<file path="config.mk">
export PLATFORM = sky130hd
export DESIGN_NAME = mem_port_arbiter
export DESIGN_NICKNAME = d
export VERILOG_FILES = /design/src/rtl/mem_port_arbiter_pkg.sv /design/src/rtl/mem_port_prio.sv /design/src/rtl/mem_port_arbiter.sv
export SDC_FILE = /design/constraint.sdc
export NUM_CORES = 1
export LEC_CHECK = 0
export BUFFER_PORTS_ARGS = -buffer_cell sky130_fd_sc_hd__buf_4
export CORE_AREA = 2 2 109 111
export CTS_CLUSTER_SIZE = 14
export DETAILED_ROUTE_END_ITERATION = 6
export DIE_AREA = 0 0 111 113
export PLACE_DENSITY = 0.7
export SYNTH_ARGS = -nofsm -noshare
export SYNTH_HDL_FRONTEND = slang
export SYNTH_HIERARCHICAL = 1
export SYNTH_SLANG_ARGS = --single-unit
</file>
<file path="constraint.sdc">
create_clock -name clk -period 4.8 [get_ports clk]
set_input_delay 0.24 -clock clk [delete_from_list [all_inputs] [get_ports clk]]
set_output_delay 0.24 -clock clk [all_outputs]
set_load 0.02 [all_outputs]
</file>
<file path="src/rtl/mem_port_arbiter_pkg.sv">
// Shared types for the unified memory port arbiter: bus field typedefs,
// owner/state enums and the streak saturation helper.
package mem_port_arbiter_pkg;

  localparam int ADDR_W_DEF = 32;
  localparam int DATA_W_DEF = 32;
  localparam int STREAK_W   = 4;

  typedef logic [ADDR_W_DEF-1:0]   addr_t;
  typedef logic [DATA_W_DEF-1:0]   word_t;
  typedef logic [DATA_W_DEF/8-1:0] strb_t;
  typedef logic [STREAK_W-1:0]     streak_t;

  typedef enum logic [1:0] {OWN_NONE, OWN_IF, OWN_MEM} mem_owner_e;
  typedef enum logic [1:0] {ST_IDLE, ST_REQ, ST_RSP} arb_state_e;

  function automatic streak_t streak_sat_inc(input streak_t s, input streak_t max);
    return (s >= max) ? max : s + streak_t'(1);
  endfunction

endpackage

</file>
<file path="src/rtl/mem_port_prio.sv">
// Owner selection between fetch and load/store, with a streak counter that
// forces a fetch grant after too many consecutive data grants.
module mem_port_prio
  import mem_port_arbiter_pkg::*;
#(
  parameter int MAX_DATA_STREAK = 4
) (
  input  logic       clk,
  input  logic       rst_n,
  input  logic       sel,
  input  logic       if_pend,
  input  logic       d_pend,
  output mem_owner_e owner
);

  localparam streak_t STREAK_MAX = streak_t'(MAX_DATA_STREAK);

  streak_t streak_reg;
  streak_t streak_next;

  always_comb begin
    owner = OWN_NONE;
    if (d_pend && !(if_pend && (streak_reg == STREAK_MAX))) begin
      owner = OWN_MEM;
    end else if (if_pend) begin
      owner = OWN_IF;
    end
  end

  // Only data grants taken while fetch is waiting count toward the streak.
  always_comb begin
    streak_next = streak_reg;
    if (!if_pend) begin
      streak_next = '0;
    end else if (sel && (owner == OWN_IF)) begin
      streak_next = '0;
    end else if (sel && (owner == OWN_MEM)) begin
      streak_next = streak_sat_inc(streak_reg, STREAK_MAX);
    end
  end

  always_ff @(posedge clk or negedge rst_n) begin
    if (!rst_n) begin
      streak_reg <= '0;
    end else begin
      streak_reg <= streak_next;
    end
  end

endmodule

</file>
<file path="src/rtl/mem_port_arbiter.sv">
// Time-multiplexes one memory port between instruction fetch and load/store,
// one transaction at a time, and reports per-requester stalls.
module mem_port_arbiter
  import mem_port_arbiter_pkg::*;
#(
  parameter int ADDR_W          = 32,
  parameter int DATA_W          = 32,
  parameter int MAX_DATA_STREAK = 4
) (
  input  logic                clk,
  input  logic                rst_n,
  input  logic                if_req,
  input  logic [ADDR_W-1:0]   if_addr,
  input  logic                if_flush,
  output logic [DATA_W-1:0]   if_rdata,
  output logic                if_valid,
  input  logic                d_req,
  input  logic                d_we,
  input  logic [ADDR_W-1:0]   d_addr,
  input  logic [DATA_W-1:0]   d_wdata,
  input  logic [DATA_W/8-1:0] d_wstrb,
  output logic [DATA_W-1:0]   d_rdata,
  output logic                d_valid,
  output logic                mem_req,
  output logic                mem_we,
  output logic [ADDR_W-1:0]   mem_addr,
  output logic [DATA_W-1:0]   mem_wdata,
  output logic [DATA_W/8-1:0] mem_wstrb,
  input  logic                mem_gnt,
  input  logic                mem_rvalid,
  input  logic [DATA_W-1:0]   mem_rdata,
  output logic                stall_if,
  output logic                stall_mem
);

  localparam int STRB_W = DATA_W / 8;

  arb_state_e          state_reg;
  arb_state_e          state_next;
  mem_owner_e          owner_reg;
  mem_owner_e          pick;
  logic                kill_reg;
  logic                we_reg;
  logic [ADDR_W-1:0]   addr_reg;
  logic [DATA_W-1:0]   wdata_reg;
  logic [STRB_W-1:0]   wstrb_reg;
  logic                sel;
  logic                rsp_fire;
  logic                flush_hit;

  assign sel       = (state_reg == ST_IDLE) && (if_req || d_req);
  assign rsp_fire  = (state_reg == ST_RSP) && mem_rvalid;
  assign flush_hit = if_flush && (owner_reg == OWN_IF) &&
                     ((state_reg == ST_REQ) || (state_reg == ST_RSP));

  mem_port_prio #(
    .MAX_DATA_STREAK(MAX_DATA_STREAK)
  ) u_prio (
    .clk    (clk),
    .rst_n  (rst_n),
    .sel    (sel),
    .if_pend(if_req),
    .d_pend (d_req),
    .owner  (pick)
  );

  always_ff @(posedge clk or negedge rst_n) begin
    if (!rst_n) begin
      state_reg <= ST_IDLE;
    end else begin
      state_reg <= state_next;
    end
  end

  always_comb begin
    state_next = state_reg;
    case (state_reg)
      ST_IDLE: if (if_req || d_req) state_next = ST_REQ;
      ST_REQ:  if (mem_gnt)         state_next = ST_RSP;
      ST_RSP:  if (mem_rvalid)      state_next = ST_IDLE;
      default:                      state_next = ST_IDLE;
    endcase
  end

  // A killed fetch drains on the bus but its data never reaches IF.
  always_comb begin
    mem_req   = (state_reg == ST_REQ);
    if_valid  = rsp_fire && (owner_reg == OWN_IF) && !kill_reg && !if_flush;
    d_valid   = rsp_fire && (owner_reg == OWN_MEM);
    if_rdata  = if_valid ? mem_rdata : '0;
    d_rdata   = d_valid ? mem_rdata : '0;
    stall_if  = if_req && !if_valid;
    stall_mem = d_req && !d_valid;
  end

  assign mem_we    = we_reg;
  assign mem_addr  = addr_reg;
  assign mem_wdata = wdata_reg;
  assign mem_wstrb = wstrb_reg;

  always_ff @(posedge clk or negedge rst_n) begin
    if (!rst_n) begin
      owner_reg <= OWN_NONE;
      we_reg    <= 1'b0;
      addr_reg  <= '0;
      kill_reg  <= 1'b0;
    end else begin
      if (sel) begin
        owner_reg <= pick;
        we_reg    <= (pick == OWN_MEM) && d_we;
        addr_reg  <= (pick == OWN_MEM) ? d_addr : if_addr;
      end else if (rsp_fire) begin
        owner_reg <= OWN_NONE;
      end
      if (rsp_fire) begin
        kill_reg <= 1'b0;
      end else if (flush_hit) begin
        kill_reg <= 1'b1;
      end
    end
  end

  for (genvar gi = 0; gi < STRB_W; gi++) begin : g_lane
    always_ff @(posedge clk or negedge rst_n) begin
      if (!rst_n) begin
        wdata_reg[8*gi +: 8] <= '0;
        wstrb_reg[gi]        <= 1'b0;
      end else if (sel) begin
        wdata_reg[8*gi +: 8] <= (pick == OWN_MEM) ? d_wdata[8*gi +: 8] : 8'h00;
        wstrb_reg[gi]        <= (pick == OWN_MEM) && d_wstrb[gi];
      end
    end
  end

  a_gnt_state: assert property (@(posedge clk) disable iff (!rst_n)
    mem_gnt |-> (state_reg == ST_REQ));
  a_rvalid_state: assert property (@(posedge clk) disable iff (!rst_n)
    mem_rvalid |-> (state_reg == ST_RSP));
  a_valid_excl: assert property (@(posedge clk) disable iff (!rst_n)
    !(if_valid && d_valid));

endmodule

</file>
# ---- Word level (Yosys, flattened, before mapping)
# Cells that the tools add are included.
dict set report op_classes {
  add_sub_neg 1
  mul 0
  div_mod_pow 0
  n_lt_le_gt_ge 1
  eq_ne 11
  n_shift 0
  n_mux 21
  bitwise 0
  reduce_logical 30
}
# operator count
set op_table {}
lappend op_table {{32-bit 2-to-1 mux} 3}
lappend op_table {{8-bit 2-to-1 mux} 4}
lappend op_table {{1-bit logical AND} 19}
lappend op_table {{4-bit 2-to-1 mux} 4}
lappend op_table {{2-bit 2-to-1 mux} 6}
lappend op_table {{2-bit by 1-bit == test with 1-bit output (second input constant)} 3}
lappend op_table {{2-bit == test (second input constant)} 3}
lappend op_table {{2-bit case mux with 3 select lines} 1}
lappend op_table {{1-bit logical NOT} 5}
lappend op_table {{4-bit by 1-bit adder with 4-bit output (second input constant)} 1}
lappend op_table {{4-bit by 3-bit == test with 1-bit output (second input constant)} 1}
lappend op_table {{4-bit by 3-bit >= comparator with 1-bit output (second input constant)} 1}
lappend op_table {{2-bit by 1-bit != test with 1-bit output (second input constant)} 2}
lappend op_table {{2-bit nonzero test} 2}
lappend op_table {{1-bit 2-to-1 mux} 3}
lappend op_table {{3-bit by 1-bit != test with 1-bit output (second input constant)} 1}
lappend op_table {{3-bit AND reduction} 1}
lappend op_table {{2-bit logical NOT} 1}
lappend op_table {{1-bit logical OR} 2}
lappend op_table {{2-bit != test (second input constant)} 1}
dict set report word_totals {
  ff_bits 78
  latch_bits 0
  ramBits 0
  romBits 0
  input_bits 140
  out_inout_bits 138
  n_memories 0
}

# ---- Logic depth before layout (Yosys ltp)
dict set report depth {
  ltp_word 10
  ltp_mapped 10
  ltp_nobuf 7
}

# ---- By module
# Netlist, hierarchy kept.
# module instances cells_each area_each_um2
set by_module_without_submodules {}
lappend by_module_without_submodules {mem_port_arbiter 1 405 3716.1}
lappend by_module_without_submodules {mem_port_prio 1 23 246.5}

# ---- Least setup slack after synthesis
# Ideal clock, no wire load.
dict set report synth_timing {
  path_type {register to output}
  from {reg state_reg[0]}
  to {out if_rdata[22]}
  arrival_time_ns 1.563
  required_ns 4.560
  path_slack_ns 2.997
  path_stages_with_launch 7
  n_path_buf 1
  cell_sequence {dfrtp_1 > inv_1 > ha_1 > nand2_2 > nor4_4 > buf_6 > and2_1}
}
dict set report synth_between {
  elab_chain_len 6
}
# item line
set synth_rtl {}
lappend synth_rtl {{start, declared} mem_port_arbiter.sv:38} ;# arb_state_e state_reg;
lappend synth_rtl {{start signal, assigned} mem_port_arbiter.sv:71} ;# state_reg <= state_next;
lappend synth_rtl {{2-bit == test} mem_port_arbiter.sv:52} ;# assign rsp_fire = (state_reg == ST_RSP) && mem_rvalid;
lappend synth_rtl {{1-bit logical AND} mem_port_arbiter.sv:52}
lappend synth_rtl {{1-bit logical AND (3 in a row)} mem_port_arbiter.sv:88} ;# if_valid = rsp_fire && (owner_reg == OWN_IF) && !kill_reg && !if_flush;
lappend synth_rtl {{via if_valid} mem_port_arbiter.sv:16} ;# output logic if_valid,
lappend synth_rtl {{32-bit 2-to-1 mux} mem_port_arbiter.sv:90} ;# if_rdata = if_valid ? mem_rdata : '0;
lappend synth_rtl {{end, declared} mem_port_arbiter.sv:15} ;# output logic [DATA_W-1:0] if_rdata,
# The timed path passes the listed nets, and every way through them passes these cells.

# ---- Worst setup path after layout
dict set report layout_timing {
  from {reg state_reg[0]}
  to {out if_rdata[6]}
}
dict set report layout_between {
  elab_chain_len 6
}
# item line
set layout_rtl {}
lappend layout_rtl {{2-bit == test} mem_port_arbiter.sv:52}
lappend layout_rtl {{1-bit logical AND} mem_port_arbiter.sv:52}
lappend layout_rtl {{1-bit logical AND (3 in a row)} mem_port_arbiter.sv:88}
lappend layout_rtl {{32-bit 2-to-1 mux} mem_port_arbiter.sv:90}
# No other way between the ends.

==> reports/qor.csv <==
metric;value;unit
status;completed;
cts_num_sinks;78;
dr.pass1.iters;4;
grt_overflow;0;
fmax;0.350;GHz
fill_cells;1021;
post_cts_resized;0;
cap_viol_max_count;0;
synth_area;3960;µm²
synth_cell_types;34;
rows;39;
cp_max_fo;34;
final_area;6410;µm²
synth-seq-cells;78;
clkTransAtPathRegs;60;ps
final_layout_size_suffix_gt1_frac;0.440;
n_antenna_cell;0;
die_h;113;µm
p_leak;3.51;nW
port_buffers;277;
grt_use_total;0.199;
drtAntennaViolNets;0;
cts_inserted_buffers;9;
areaGrowthSynthToFinish;61.8;%
critical_path_class;reg -> out;
slew_headroom;0.208;
hold_path_class;in -> async;
via_per_inst;4.67;
finalClockSkew;8.30;ps
antenna_found_initial;0;
yosysTopAreaCell;dfrtp_1;
yosysTopAreaCellShare;0.493;
rsz0062_at_grt;no;
io_pins;278;
yosysSeqAreaShare;0.493;
ff2ff_path_depth;8;
synth_cells;428;
slew_violations;0;
clock_latency;330;ps
critPathArrivalTime;2620;ps
ys_warn_count;6;
drcViolationCount;0;
post_dp_cell_area;6100;µm²
routedWlPerCell;14.9;µm
fin_hold_ws;67.3;ps
start_util;0.352;
post_cts_buffers;0;
nets;838;
hold_buffers;0;
drt_iter0_markers;220;
hold_viol_final;0;
syn_nets;575;
start_kind;flop;
tns;0;ps
tightest_slew;1180;ps
h-tree-depth;3;
place_congestion;0.905;
grt_pass1_vias;3922;
num_vias;3921;
cts-root-buf;clkbuf_16;
cp-end-kind;output pin;
period_minus_slack;2860;ps
cts_tree;done;
cp_data_required_time;4560;ps
dieArea;12500;µm²
cts.path.max_buffers;2;
fin_crit_sh;0.596;
ir_drop;0.333;mV
finalSetupViolCount;0;
dp_hpwl;9770;µm
grt_max_degree;104;
syn_avg_cell_area;9.26;µm²
wl;12500;µm
power_density;533;nW/µm²
grt_first_pass_wirelength;19800;µm
core;11300;µm²
fp.dieW;111;µm
synth_area_leaders;dfrtp_1, nand2_1, and2_1;
report_power, final:
group          leakage [nW]  switching [W]  internal (W)  total [W]
sequential             1.00       0.000183      0.000960    0.00114
clock                 0.145       0.000270      0.000419   0.000689
combinational          2.36       0.000942      0.000642    0.00158
final cells by class:
class / instances / area, µm² / area share
clock buffer: 10 / 239 / 0.0373
clock inverter: 6 / 67.6 / 0.0105
inverter: 7 / 26.3 / 0.00410
multi-input combinational: 314 / 1840 / 0.287
sequential: 78 / 1950 / 0.304
tap: 143 / 179 / 0.0279
timing repair buffer: 281 / 2110 / 0.329
synthesized netlist by cell type, drive strengths merged:
library cell and instances:
and2b 1, nor2b 2, buf 20, and3b 1
mux2i 33, nor3 1, mux2 2, and2 65
o21a 1, and4b 1, inv 7, dfrtp 78
nor3b 1, ha 7, nand2 114, nand2b 1
nor2 2, o22ai 2, o21ai 33, nand3b 1
nor4b 1, a222oi 1, nand4b 1, a21boi 1
nand3 40, clkbuf 9, or3b 1, nor4 1
worst max-delay path, stage by stage (launching register included):
cell     delay [ps]
dfrtp_1         410
inv_1           120
ha_1            200
nand2_2         130
nor4_4          980
and2_1          290
buf_4           160
final timing paths:
| check | slack (ps) | to | startpoint |
|---|---|---|---|
| setup / recovery | 1940 | if_rdata[6] | state_reg[0]$_DFFE_PN0P_ |
| hold / removal | 70 | mem_wdata[1]$_DFFE_PN0P_ | rst_n |
| setup reg to reg | 2100 | mem_addr[18]$_DFFE_PN0P_ | u_prio/streak_reg[0]$_DFFE_PN0P_ |
| hold reg to reg | 470 | mem_wdata[18]$_DFFE_PN0P_ | mem_wdata[18]$_DFFE_PN0P_ |
| max in group asynchronous | 4090 | mem_addr[12]$_DFFE_PN0P_ | rst_n |
| min in group clk | 120 | mem_wdata[10]$_DFFE_PN0P_ | d_wdata[10] |
layout by cell type, fill, tap and decap left out:
| cell | n |
|---|---|
| buf_4 | 281 |
| nand2_1 | 113 |
| dfrtp_1 | 78 |
| and2_1 | 65 |
| nand3_1 | 40 |
| mux2i_1 | 33 |
| o21ai_0 | 32 |
| clkbuf_16 | 9 |
| inv_1 | 7 |
| ha_1 | 7 |
| nor2_1 | 2 |
| mux2_2 | 2 |
| clkinvlp_4 | 2 |
| inv_6 | 2 |
| o22ai_1 | 2 |
| o21ai_4 | 1 |
| nand2_2 | 1 |
| nor3b_4 | 1 |
| nand2b_1 | 1 |
| nor4_4 | 1 |
| and2b_1 | 1 |
| nor2b_1 | 1 |
| nor2b_4 | 1 |
| a222oi_1 | 1 |
| o21a_1 | 1 |
| bufinv_16 | 1 |
| clkinv_2 | 1 |
| clkbuf_8 | 1 |
| nand4b_1 | 1 |
| a21boi_0 | 1 |
| or3b_1 | 1 |
| nand3b_1 | 1 |
| and3b_2 | 1 |
| nor3_1 | 1 |
| and4b_1 | 1 |
| nor4b_2 | 1 |
metal layers:
layer / up-vias / share of wire / global-route usage / wire length, µm
li1: 1921 / - / - / -
met3: 22 / 0.083 / 0.0696 / 1030
met5: - / 0 / 0 / 0
met1: 1787 / 0.36 / 0.205 / 4440
met2: 191 / 0.53 / 0.370 / 6600
met4: 0 / 0.031 / 0.0817 / 391
through the flow:
step           power (W)  instances  utilization  setup slack, ps
4_1_cts          0.00346        839        0.569             1930
5_1_grt          0.00366        839        0.569             1710
6_report         0.00342        839        0.569             1940
3_5_place_dp     0.00276        823        0.542             2040
2_1_floorplan    0.00200        428            -             3000
3_3_place_gp     0.00272        823        0.542             2220
logic make-up after synthesis:
group,after synthesis,share of synthesized area
compound gates,38,0.0512
fa+ha+maj,7,0.0221
buf+inv,36,0.0483
flops,78,0.493
mux,35,0.0890
simple gates,234,0.297
Note: power is estimated with default switching activity, not from simulation.
